### src/rtl/mem_arbiter.sv
// mem_arbiter: two-requester arbiter sharing one single-ported RAM controller
// between the icache and the dcache. The dcache has priority, and a starvation
// counter bounds how long an instruction fetch can be held off. Sticky err and
// timeout flags are kept for the system monitor.
//
// Ports:
//   CLK, RST               clock (rising edge), synchronous active-high reset
//   iREN, iaddr            icache read request and word address
//   iwait, iload           icache stall (low on its completing cycle) and read data
//   dREN, dWEN, daddr,     dcache read/write request, word address and write data
//   dstore
//   dwait, dload           dcache stall (low on its completing cycle) and read data
//   ramREN, ramWEN,        RAM strobes, address and write data
//   ramaddr, ramstore
//   ramload, ramstate      RAM read data and status (FREE/BUSY/ACCESS/ERROR)
//   err, timeout           sticky: ERROR seen under a grant / grant hit TIMEOUT
module mem_arbiter #(
  parameter int STARVE_MAX = 4,
  parameter int TIMEOUT    = 255,
  parameter int CW         = 8
) (
  input  logic        CLK,
  input  logic        RST,
  input  logic        iREN,
  input  logic [31:0] iaddr,
  output logic        iwait,
  output logic [31:0] iload,
  input  logic        dREN,
  input  logic        dWEN,
  input  logic [31:0] daddr,
  input  logic [31:0] dstore,
  output logic        dwait,
  output logic [31:0] dload,
  output logic        ramREN,
  output logic        ramWEN,
  output logic [31:0] ramaddr,
  output logic [31:0] ramstore,
  input  logic [31:0] ramload,
  input  logic [1:0]  ramstate,
  output logic        err,
  output logic        timeout
);

  typedef enum logic [1:0] {IDLE, GNT_I, GNT_D} state_t;
  typedef enum logic [1:0] {RS_FREE, RS_BUSY, RS_ACCESS, RS_ERROR} ram_st_t;

  localparam logic [CW-1:0] STARVE_LIM = CW'(STARVE_MAX);
  localparam logic [CW-1:0] TO_LIM     = CW'(TIMEOUT);

  state_t        state_q, state_d;
  logic [CW-1:0] starve_q, starve_d;
  logic [CW-1:0] wcnt_q, wcnt_d;
  logic          err_q, err_d;
  logic          timeout_q, timeout_d;

  ram_st_t       rs;
  logic          access;
  logic          dreq;
  logic          granted;
  logic [CW-1:0] wcnt_inc;

  assign rs      = ram_st_t'(ramstate);
  assign access  = (rs == RS_ACCESS);
  assign dreq    = dREN | dWEN;
  assign granted = (state_q != IDLE);

  assign err     = err_q;
  assign timeout = timeout_q;

  // Next-state and all cache/RAM outputs; every output is combinational from
  // the current state and inputs, there is no registered data path.
  always_comb begin
    state_d  = state_q;
    ramREN   = 1'b0;
    ramWEN   = 1'b0;
    ramaddr  = '0;
    ramstore = '0;
    iload    = '0;
    dload    = '0;
    iwait    = 1'b1;
    dwait    = 1'b1;
    case (state_q)
      IDLE: begin
        if (iREN && ((starve_q >= STARVE_LIM) || !dreq)) state_d = GNT_I;
        else if (dreq)                                    state_d = GNT_D;
      end
      GNT_I: begin
        ramREN  = iREN;
        ramaddr = iaddr;
        iload   = ramload;
        iwait   = !access;
        // Always return to IDLE after a word: one turnaround cycle per word.
        if (access || !iREN) state_d = IDLE;
      end
      GNT_D: begin
        ramREN   = dREN & !dWEN;
        ramWEN   = dWEN;
        ramaddr  = daddr;
        ramstore = dstore;
        dload    = ramload;
        dwait    = !access;
        if (access || !dreq) state_d = IDLE;
      end
      default: state_d = IDLE;
    endcase
  end

  // Counters and sticky flags. ERROR does not end a grant; it counts as a
  // waiting cycle and the access is retried.
  always_comb begin
    wcnt_inc = (wcnt_q == '1) ? wcnt_q : wcnt_q + 1'b1;

    if (state_d == IDLE)        wcnt_d = '0;
    else if (granted && !access) wcnt_d = wcnt_inc;
    else                         wcnt_d = wcnt_q;

    timeout_d = timeout_q | (granted && !access && (wcnt_inc >= TO_LIM));
    err_d     = err_q | (granted && (rs == RS_ERROR));

    if (!iREN || ((state_q == GNT_I) && access)) starve_d = '0;
    else if (starve_q != '1)                     starve_d = starve_q + 1'b1;
    else                                         starve_d = starve_q;
  end

  always_ff @(posedge CLK) begin
    if (RST) begin
      state_q   <= IDLE;
      starve_q  <= '0;
      wcnt_q    <= '0;
      err_q     <= 1'b0;
      timeout_q <= 1'b0;
    end else begin
      state_q   <= state_d;
      starve_q  <= starve_d;
      wcnt_q    <= wcnt_d;
      err_q     <= err_d;
      timeout_q <= timeout_d;
    end
  end

endmodule

### config.mk
export PLATFORM = sky130hd
export DESIGN_NAME = mem_arbiter
export DESIGN_NICKNAME = d
export VERILOG_FILES = /design/src/rtl/mem_arbiter.sv
export SDC_FILE = /design/constraint.sdc
export NUM_CORES = 1
export LEC_CHECK = 0
export ABC_AREA = 1
export BUFFER_PORTS_ARGS = -buffer_cell sky130_fd_sc_hd__buf_2
export CAP_MARGIN = 15
export CORE_AREA = 2 2 104 106
export CTS_CLUSTER_SIZE = 30
export DETAILED_ROUTE_END_ITERATION = 6
export DIE_AREA = 0 0 106 108
export PLACE_DENSITY = 0.71
export SETUP_SLACK_MARGIN = 0.3
export SKIP_CTS_REPAIR_TIMING = 1
export SLEW_MARGIN = 15
export SYNTH_ARGS = -nofsm -noshare
export SYNTH_HDL_FRONTEND = slang
export SYNTH_SLANG_ARGS = --single-unit
### constraint.sdc
create_clock -name CLK -period 2.3 [get_ports CLK]
set_clock_uncertainty 0.2 [all_clocks]
set_input_delay 0.23 -clock CLK [delete_from_list [all_inputs] [get_ports CLK]]
set_output_delay 0.23 -clock CLK [all_outputs]
set_load 0.01 [all_outputs]
==> flow_summary.json <==
{
  "avgSynthCellArea_um2": 4.87,
  "drc": 0,
  "vdd.ir_drop.worst_uv": 184,
  "initial_utilization_pct": 24.1,
  "max_cap_viol_count": 0,
  "number_of_warnings_issued_by_yosys": 0,
  "die_area_um2": 11400,
  "fraction_of_layout_cells_with_a_size_suffix_above_1_pct": 40.9,
  "drt_pre_antenna_iters": 5,
  "io_buffers": 268,
  "seq_power_share_pct": 26.7,
  "placement.setup.worst_slack_ns": 0.360,
  "routed-via-count": 3867,
  "slew_headroom_pct": 71.7,
  "gp_congestion": 0.910,
  "die_span_in_x_um": 106,
  "grt_setup_unrepaired": "false",
  "cts.sinks": 20,
  "internal-power_uw": 813,
  "cp-start-kind": "flop",
  "worst_skew_pair.late_latency_ns": 0.26,
  "synth.ff_latch_count": 20,
  "chipHeight_um": 108,
  "syn_inst": 505,
  "synth_cell_types": 28,
  "layout_common_cells": "sky130_fd_sc_hd__buf_2 (267), sky130_fd_sc_hd__nand2_1 (207), sky130_fd_sc_hd__inv_1 (124), sky130_fd_sc_hd__a21oi_1 (47), sky130_fd_sc_hd__nor2_1 (22)",
  "swShare_pct": 40.2,
  "seq_area_um2": 405,
  "postLayoutSetupSlackWorst_ns": 0.393,
  "post-route-period-util_pct": 82.9,
  "run_status": "complete, no violations",
  "critical_path_peak_fanout": 13,
  "layout.cells.most_common": "sky130_fd_sc_hd__buf_2",
  "final_antenna_net_count": 0,
  "detail_route.wl_per_cell_um": 12.9,
  "synthesized_cell_area_um2": 2460,
  "fin_crit_ns": 1.91,
  "reg2reg_slack_ns": 0.46,
  "final_setup_violation_count": 0,
  "floorplan.io_pins": 269,
  "tritoncts": "yes",
  "std_cell_core_area_um2": 10200,
  "signal_arrival_time_at_the_worst_endpoint_ns": 1.48,
  "drt_wl_total_um": 11900,
  "floorplan.rows": 37,
  "grt_first_pass_wirelength_um": 16200,
  "multi_input_comb_area_um2": 1550,
  "drt-initial-drc-count": 364,
  "overflow": 0,
  "sequential_area_share_after_synthesis_pct": 16.3,
  "grt_use_total_pct": 17.6,
  "drt-vias-per-instance": 4.22,
  "cts_buffer_depth": 2,
  "clock_group_share_of_total_power_pct": 17.0,
  "final-hold-violation-count": 0,
  "via_count_of_the_first_global_routing_pass": 3391,
  "clkSlewWorstSetupHoldPaths_ns": 0.08,
  "end_kind": "output pin",
  "worst_ep_required_time_ns": 1.87,
  "comb_power_share_pct": 56.3,
  "leakage_nw": 3.06,
  "max_clock_freq_mhz": 524,
  "largest_net_degree_at_the_start_of_global_routing": 45,
  "setup.worst_path.class": "flop to output pin",
  "cts_root_buf": "sky130_fd_sc_hd__clkbuf_8",
  "antenna_violations_before_repair": 6,
  "cts_buffers": 3,
  "fill_cells": 1153,
  "final_layout_setup_total_negative_slack_ns": 0,
  "p_switching_uw": 545,
  "htreeDepth": 1,
  "areaGrowthSynthToFinish_pct": 75.2,
  "num-nets-final": 920,
  "dpl.hpwl_um": 9390,
  "timing_worst_slew_pin_value_ns": 0.421,
  "syn_nets": 647,
  "finalMaxSlewViolations": 0,
  "timing.hold.worst.class": "input port to flop",
  "final_util_pct": 42.2,
  "power_per_cell_area_nw_per_um2": 315
}
-- cell families after synthesis --
| logic type | after synthesis | synth area share [%] |
|---|---|---|
| AND/OR/NAND/NOR | 259 | 42.5 |
| flip-flops | 20 | 16.3 |
| XOR/XNOR | 1 | 0.356 |
| buffers and inverters | 150 | 23.0 |
| adder cells (fa/ha/maj) | 7 | 3.56 |
| AO/OA/AOI/OAI | 68 | 14.3 |
-- per-layer routing --
| metal | routed length, µm | global-route usage, % |
|---|---|---|
| met2 | 5490 | 29.4 |
| met5 | 28 | 0 |
| met4 | 35 | 2.35 |
| met3 | 1620 | 8.56 |
| met1 | 4680 | 21.2 |
-- stage by stage --
step                      hold slack (ns)  cell area, µm²  total power, mW  std cells
after floorplan                    0.0991            2460            0.678        505
after global placement              0.237            4010             1.02        899
after detailed placement            0.244            4010             1.02        899
after CTS                         -0.0218            4050             1.26        902
after global routing               0.0693            4310             1.46        913
final                              0.0335            4310             1.36        916
-- cell type report --
class | instances | area share [%]
timing repair buffer | 289 | 38.1
tap | 136 | 3.95
multi-input combinational | 335 | 36.0
antenna | 4 | 0.232
sequential | 20 | 9.40
clock buffer | 3 | 0.957
inverter | 129 | 11.3
-- cell usage after synthesis --
cell	number	area (µm²)
sky130_fd_sc_hd__a31oi_1	3	18.8
sky130_fd_sc_hd__dfxtp_1	20	400
sky130_fd_sc_hd__o22ai_1	1	6.26
sky130_fd_sc_hd__nand3_1	14	70.1
sky130_fd_sc_hd__inv_1	127	477
sky130_fd_sc_hd__o21bai_1	1	7.51
sky130_fd_sc_hd__nor2_1	22	82.6
sky130_fd_sc_hd__nand2_1	208	781
sky130_fd_sc_hd__o21ai_1	2	10.0
sky130_fd_sc_hd__o21ai_0	7	35.0
sky130_fd_sc_hd__inv_2	2	7.51
sky130_fd_sc_hd__a21oi_1	52	260
sky130_fd_sc_hd__nand4_1	2	12.5
sky130_fd_sc_hd__nor4_2	1	12.5
sky130_fd_sc_hd__a21boi_0	1	7.51
sky130_fd_sc_hd__buf_1	9	33.8
sky130_fd_sc_hd__ha_1	7	87.6
sky130_fd_sc_hd__nand3_2	1	10.0
sky130_fd_sc_hd__a21boi_1	1	7.51
sky130_fd_sc_hd__nor2_2	3	18.8
sky130_fd_sc_hd__nand3b_1	2	15.0
sky130_fd_sc_hd__nor3_2	1	10.0
sky130_fd_sc_hd__nor3b_1	1	7.51
sky130_fd_sc_hd__nand2_2	3	18.8
sky130_fd_sc_hd__buf_2	3	15.0
sky130_fd_sc_hd__clkbuf_1	9	33.8
sky130_fd_sc_hd__or2_2	1	6.26
sky130_fd_sc_hd__xor2_1	1	8.76
-- worst paths after layout --
check / from / to / depth (start not counted)
setup / recovery: state_q[1]$_SDFF_PP0_ / ramaddr[20] / 6
hold / removal: ramstate[1] / err$_SDFF_PP0_ / 3
setup reg to reg: state_q[1]$_SDFF_PP0_ / starve_q[6]$_SDFFE_PP0P_ / 9
hold reg to reg: timeout$_SDFF_PP0_ / timeout$_SDFF_PP0_ / 2
-- power groups by stage --
stage,clock network (mW),logic (mW),registers (mW)
2_1_floorplan,0,0.311,0.368
3_3_place_gp,0,0.655,0.369
3_5_place_dp,0,0.655,0.370
4_1_cts,0.237,0.658,0.361
5_1_grt,0.257,0.840,0.364
6_report,0.230,0.765,0.363
-- sequential cells by signal, summed over array words and instances, names as in the netlist --
name / count
state_q: 2
timeout: 1
err: 1
wcnt_q: 8
starve_q: 8
-- worst max-delay path: stages, from the launching register on --
cell and delay [ns]:
sky130_fd_sc_hd__dfxtp_2 0.37, sky130_fd_sc_hd__inv_2 0.08, sky130_fd_sc_hd__ha_4 0.28, sky130_fd_sc_hd__inv_4 0.05, sky130_fd_sc_hd__buf_8 0.15, sky130_fd_sc_hd__a21oi_1 0.13, sky130_fd_sc_hd__buf_2 0.15
Note: power is estimated with default switching activity, not from simulation.
